===== src/rtl/sp1_arb4_rr_pkg.sv =====
// Shared definitions for the 4-way round-robin arbiter slice.
// Contents: arbiter state encoding and requester count.
// Imported by sp1_arb4_rr and sp1_arb4_rr_pick4.
package sp1_arb4_rr_pkg;

   localparam int SP1_ARB_N = 4;

   typedef enum logic {
      SP1_ARB_IDLE = 1'b0,
      SP1_ARB_BUSY = 1'b1
   } arb_state_t;

endpackage


===== src/rtl/sp1_arb4_rr_pick4.sv =====
// Round-robin winner search over 4 requesters: rotate, priority-encode, rotate back.
// Ports: req/mask (4b) and ptr (2b) in; pick (one-hot), pick_enc (index), any out.
// Purely combinational; masked-out requesters are never picked.
module sp1_arb4_rr_pick4
   import sp1_arb4_rr_pkg::*;
(
   input  logic [SP1_ARB_N-1:0] req,
   input  logic [1:0]           ptr,
   input  logic [SP1_ARB_N-1:0] mask,
   output logic [SP1_ARB_N-1:0] pick,
   output logic [1:0]           pick_enc,
   output logic                 any
);

   logic [SP1_ARB_N-1:0]   req_m;
   logic [2*SP1_ARB_N-1:0] req_dbl;
   logic [SP1_ARB_N-1:0]   rot;
   logic [1:0]             off;

   assign req_m   = req & ~mask;
   assign req_dbl = {req_m, req_m};
   // rot[k] is requester (ptr+k) mod 4, so rot[0] has highest priority
   assign rot     = req_dbl[ptr +: SP1_ARB_N];
   assign any     = |req_m;

   always_comb begin
      off = 2'd0;
      if (rot[0])      off = 2'd0;
      else if (rot[1]) off = 2'd1;
      else if (rot[2]) off = 2'd2;
      else if (rot[3]) off = 2'd3;
   end

   always_comb begin
      pick_enc = 2'd0;
      pick     = '0;
      if (any) begin
         pick_enc = ptr + off;
         pick     = SP1_ARB_N'(1) << pick_enc;
      end
   end

endmodule


===== src/rtl/sp1_arb4_rr.sv =====
// 4-requester round-robin arbiter with registered one-hot grant (gnt), index (gnt_enc), valid.
// Ports: clk, rst (sync, active high), req[3:0] in; gnt[3:0], gnt_enc[1:0], gnt_vld out.
// Grant is registered one edge after req; define SP1_ARB_LOCK_EN to lock bursts up to HOLD_MAX.
module sp1_arb4_rr
   import sp1_arb4_rr_pkg::*;
#(
   parameter int HOLD_MAX = 16,
   parameter int CW       = 8
)
(
   input  logic                 clk,
   input  logic                 rst,
   input  logic [SP1_ARB_N-1:0] req,
   output logic [SP1_ARB_N-1:0] gnt,
   output logic [1:0]           gnt_enc,
   output logic                 gnt_vld
);

   arb_state_t           state;
   logic [1:0]           ptr;
   logic [SP1_ARB_N-1:0] mask;
   logic [SP1_ARB_N-1:0] pick;
   logic [1:0]           pick_enc;
   logic                 pick_any;
   logic                 release_now;

   // While busy the current holder is excluded so a competing request wins first
   assign mask = (state == SP1_ARB_BUSY) ? gnt : '0;

   sp1_arb4_rr_pick4 u_pick (
      .req      (req),
      .ptr      (ptr),
      .mask     (mask),
      .pick     (pick),
      .pick_enc (pick_enc),
      .any      (pick_any)
   );

`ifdef SP1_ARB_LOCK_EN
   logic [CW-1:0] hold_cnt;
   logic          hold_full;

   assign hold_full   = (hold_cnt == CW'(HOLD_MAX));
   assign release_now = ~req[gnt_enc] | hold_full;
`else
   // Without locking the hold limit has no effect; every busy cycle re-arbitrates
   localparam int unused_cfg = HOLD_MAX + CW;
   assign release_now = 1'b1;
`endif

   always_ff @(posedge clk) begin
      if (rst) begin
         state   <= SP1_ARB_IDLE;
         ptr     <= '0;
         gnt     <= '0;
         gnt_enc <= '0;
         gnt_vld <= 1'b0;
`ifdef SP1_ARB_LOCK_EN
         hold_cnt <= '0;
`endif
      end else begin
         unique case (state)
            SP1_ARB_IDLE: begin
               if (pick_any) begin
                  state   <= SP1_ARB_BUSY;
                  gnt     <= pick;
                  gnt_enc <= pick_enc;
                  gnt_vld <= 1'b1;
                  ptr     <= pick_enc + 2'd1;
`ifdef SP1_ARB_LOCK_EN
                  hold_cnt <= CW'(1);
`endif
               end
            end
            SP1_ARB_BUSY: begin
               if (release_now) begin
                  if (pick_any) begin
                     gnt     <= pick;
                     gnt_enc <= pick_enc;
                     ptr     <= pick_enc + 2'd1;
`ifdef SP1_ARB_LOCK_EN
                     hold_cnt <= CW'(1);
`endif
                  end else if (req[gnt_enc]) begin
                     // Sole requester re-granted; ptr already points past it
`ifdef SP1_ARB_LOCK_EN
                     hold_cnt <= CW'(1);
`endif
                  end else begin
                     state   <= SP1_ARB_IDLE;
                     gnt     <= '0;
                     gnt_enc <= '0;
                     gnt_vld <= 1'b0;
                  end
               end
`ifdef SP1_ARB_LOCK_EN
               else if (!hold_full) begin
                  hold_cnt <= hold_cnt + CW'(1);
               end
`endif
            end
         endcase
      end
   end

endmodule


===== config.mk =====
export PLATFORM = sky130hd
export DESIGN_NAME = sp1_arb4_rr
export DESIGN_NICKNAME = d
export VERILOG_FILES = /design/src/rtl/sp1_arb4_rr_pkg.sv /design/src/rtl/sp1_arb4_rr_pick4.sv /design/src/rtl/sp1_arb4_rr.sv
export SDC_FILE = /design/constraint.sdc
export NUM_CORES = 1
export LEC_CHECK = 0
export CAP_MARGIN = 30
export CELL_PAD_IN_SITES_DETAIL_PLACEMENT = 0
export CELL_PAD_IN_SITES_GLOBAL_PLACEMENT = 1
export CORE_MARGIN = 5
export CORE_UTILIZATION = 34
export DETAILED_ROUTE_END_ITERATION = 8
export GPL_ROUTABILITY_DRIVEN = 0
export HOLD_SLACK_MARGIN = 0.02
export PLACE_DENSITY_LB_ADDON = 0.25
export SYNTH_ARGS = -nofsm -noshare
export SYNTH_HDL_FRONTEND = slang
export SYNTH_SLANG_ARGS = --single-unit
export TNS_END_PERCENT = 1

===== constraint.sdc =====
create_clock -name clk -period 7.59 [get_ports clk]
set_input_delay 2.277 -clock clk [delete_from_list [all_inputs] [get_ports clk]]
set_output_delay 2.277 -clock clk [all_outputs]
set_load 0.01 [all_outputs]

==> impl_metrics.toml <==
[clock_network]
cts_max_path_buffers = 2
path_clk_slew_ps = 70
post_cts_buffers = 0
numCtsBuffers = 3
holdBufCountCts = 0
clk_latency_ps = 270
cts_tree = "yes"
cts_root_buf = "clkbuf_4"
cts_resized = 0
htree_levels = 1
clkSinkCount = 10

[floorplanning]
fp-row-count = 15
io_pins = 13
coreArea_mm2 = 0.00176
initial_utilization_pct = 36.3
die-width_um = 53.4
die_area_mm2 = 0.00285
die_height_um = 53.4

[power_and_ir_drop]
power_density_mw_per_mm2 = 360
clock_power_share_pct = 12.4
p_seq_share_pct = 31.3
intPower_mw = 0.172
p_leak_nw = 0.320
power.switching_mw = 0.121
switching_share_pct = 41.3
p_comb_share_pct = 56.3
peakVddDrop_mv = 0.195
total_power_mw = 0.293

[synthesis]
yosysMostFrequentCell = "dfxtp_1"
ys_top_cells_by_area = "dfxtp_1 (31%), a21oi_1 (7.0%), nand2_1 (5.3%), nand3_1 (4.7%), inv_1 (3.5%)"
synth_top_flop_cell = "dfxtp_1"
synth_nets = 90
seq_area_frac_synth_pct = 31.3
synth.avg_cell_area_um2 = 7.72
synthArstFlopShare_pct = 0
synth_top_area_share_pct = 31.3
synth_top_cells_by_count = "dfxtp_1 (10), a21oi_1 (9), nand2_1 (9)"
synth_seq_cells = 10
syn_inst = 83
ys_types = 34
synth_edf_count = 0
yosys.area.top_type = "dfxtp_1"
synth.cell_area_um2 = 641
ys.warnings.count = 0

[detailed_routing]
finalWirelength_um = 1550
viasPerCell = 5.35
dr_total_vias = 653
drc = 0
drtIter0Drc = 13
first_pass_iters = 4
routedWlPerCell_um = 12.7
postRouteAntennaNets = 0

[sta]
post-route-period-util_pct = 66.1
finalCriticalPeriod_ps = 5020
fin_ws_ps = 2570
skew_ps = 7.18
setup_violations = 0
rsz0062_at_grt = "false"
finalSetupTns_ps = 0
worst_pin_slew_ps = 479
clock.fmax_mhz = 199
maxSlewHeadroom_pct = 68.0
hold_viol_final = 0
drv_slew = 0

[worst_setup_path]
cp-start-kind = "input port"
worst-endpoint-required_ps = 7800
cp_data_arrival_time_ps = 5230
worst_setup_path_end_kind = "register"
cp_max_fo = 7
path_class = "input port to register"

[finish]
drive_gt1_share_pct = 6.19
design_area_um2 = 815
area_delta_synth_final_pct = 27.1
layout.nets = 106
fill_cells = 203
num_antenna_cells = 0

[outcome]
status = "finished clean"

[min_path]
holdCritPathClass = "register to register"

[run]
cap_violations = 0

[global_route]
overflow = 0
antenna_found_initial = 0
use_met3_pct = 1.97
grt_pass1_vias = 607
grt_max_degree = 17
grt.met1_usage_pct = 17.6
met2_usage_pct = 19.4
top_usage_layer = "met2"
grt_use_total_pct = 13.6
grt_pass1_wl_um = 2720

[place]
placed_cell_area_um2 = 792
io_buffers = 12
place_ws_ps = 2300
hpwl_um = 1160
[area by class of cell]
| type | count | area [um2] | area share [%] |
|---|---|---|---|
| multi-input cells | 65 | 410 | 50.4 |
| flip-flops and latches | 10 | 200 | 24.6 |
| repair buffers | 13 | 128 | 15.7 |
| well taps | 25 | 31.3 | 3.84 |
| clock buffers | 3 | 22.5 | 2.76 |
| inverters | 6 | 22.5 | 2.76 |
[final timing paths]
kind	startpoint	slack [ps]	depth (start not counted)	to
worst max-delay path	req[3]	2570	13	ptr[1]$_SDFFE_PP0P_
worst min register to register	gnt_vld$_SDFFE_PP0P_	490	2	gnt_vld$_SDFFE_PP0P_
worst max register to register	ptr[0]$_SDFFE_PP0P_	4670	12	ptr[1]$_SDFFE_PP0P_
worst min-delay path	gnt_vld$_SDFFE_PP0P_	490	2	gnt_vld$_SDFFE_PP0P_
[power groups by stage]
stage	clock network, mW	logic (mW)	registers, mW
after floorplan	0	0.109	0.0941
after CTS	0.0375	0.167	0.0926
after global placement	0	0.165	0.0936
after global routing	0.0400	0.186	0.0965
after detailed placement	0	0.166	0.0938
final	0.0364	0.165	0.0920
[flip-flops by register name, indices dropped and copies added (netlist names)]
name / flops
gnt: 4
gnt_enc: 2
ptr: 2
gnt_vld: 1
state: 1
[kinds of logic (layout without fill, tap and decap cells)]
group	Yosys count	in the layout	share of synthesized area, %
buf+inv	8	22	4.69
flops	10	10	31.2
compound gates	27	27	28.7
fa+ha+maj	1	1	1.95
mux	1	1	3.52
simple gates	36	36	29.9
[cells in the final DEF (no fill, tap or decap), drive strengths merged]
cell type      Yosys  final
a211oi             1      1
a22oi              1      1
a32o               1      1
ha                 1      1
a21boi             2      2
a211o              1      1
nor3               2      2
buf                0      1
or2b               1      1
nor2               4      4
or4                2      2
nand3b             1      1
inv                6      6
nand4              1      1
clkbuf             2      3
dfxtp             10     10
nand2b             2      2
a21oi              9      9
and2b              1      1
o22ai              2      2
o21bai             1      1
o21ai              4      4
clkdlybuf4s50      0     12
and2               2      2
and3               1      1
mux4               1      1
or3b               1      1
a2111o             1      1
a221o              1      1
nand3              6      6
a41oi              1      1
nand2              9      9
a31oi              1      1
nor2b              3      3
a32oi              1      1
[per-layer routing]
metal	vias to the layer above	share of wire, %	wire, um
met2	17	43	661
met5	-	0	0
met3	5	3.9	61
li1	338	-	-
met4	0	3.7	57
met1	293	50	772
[critical path, stage by stage]
cell	delay, ps
clkdlybuf4s50_1	460
nor2b_1	170
a22oi_2	300
nand2_1	90
nand2_1	60
o21ai_0	80
a32o_1	230
ha_1	210
nor2b_1	150
and3_1	180
a2111o_1	460
or4_1	480
nand3_1	90
[through the flow]
| step | util (%) | hold WS, ps | instances |
|---|---|---|---|
| CTS | 46.2 | 496 | 122 |
| global route | 46.2 | 539 | 122 |
| finish | 46.2 | 490 | 122 |
| detailed placement | 44.9 | 483 | 119 |
| floorplan | - | 490 | 83 |
| global placement | 44.9 | 469 | 119 |
Note: power is estimated with default switching activity, not from simulation.
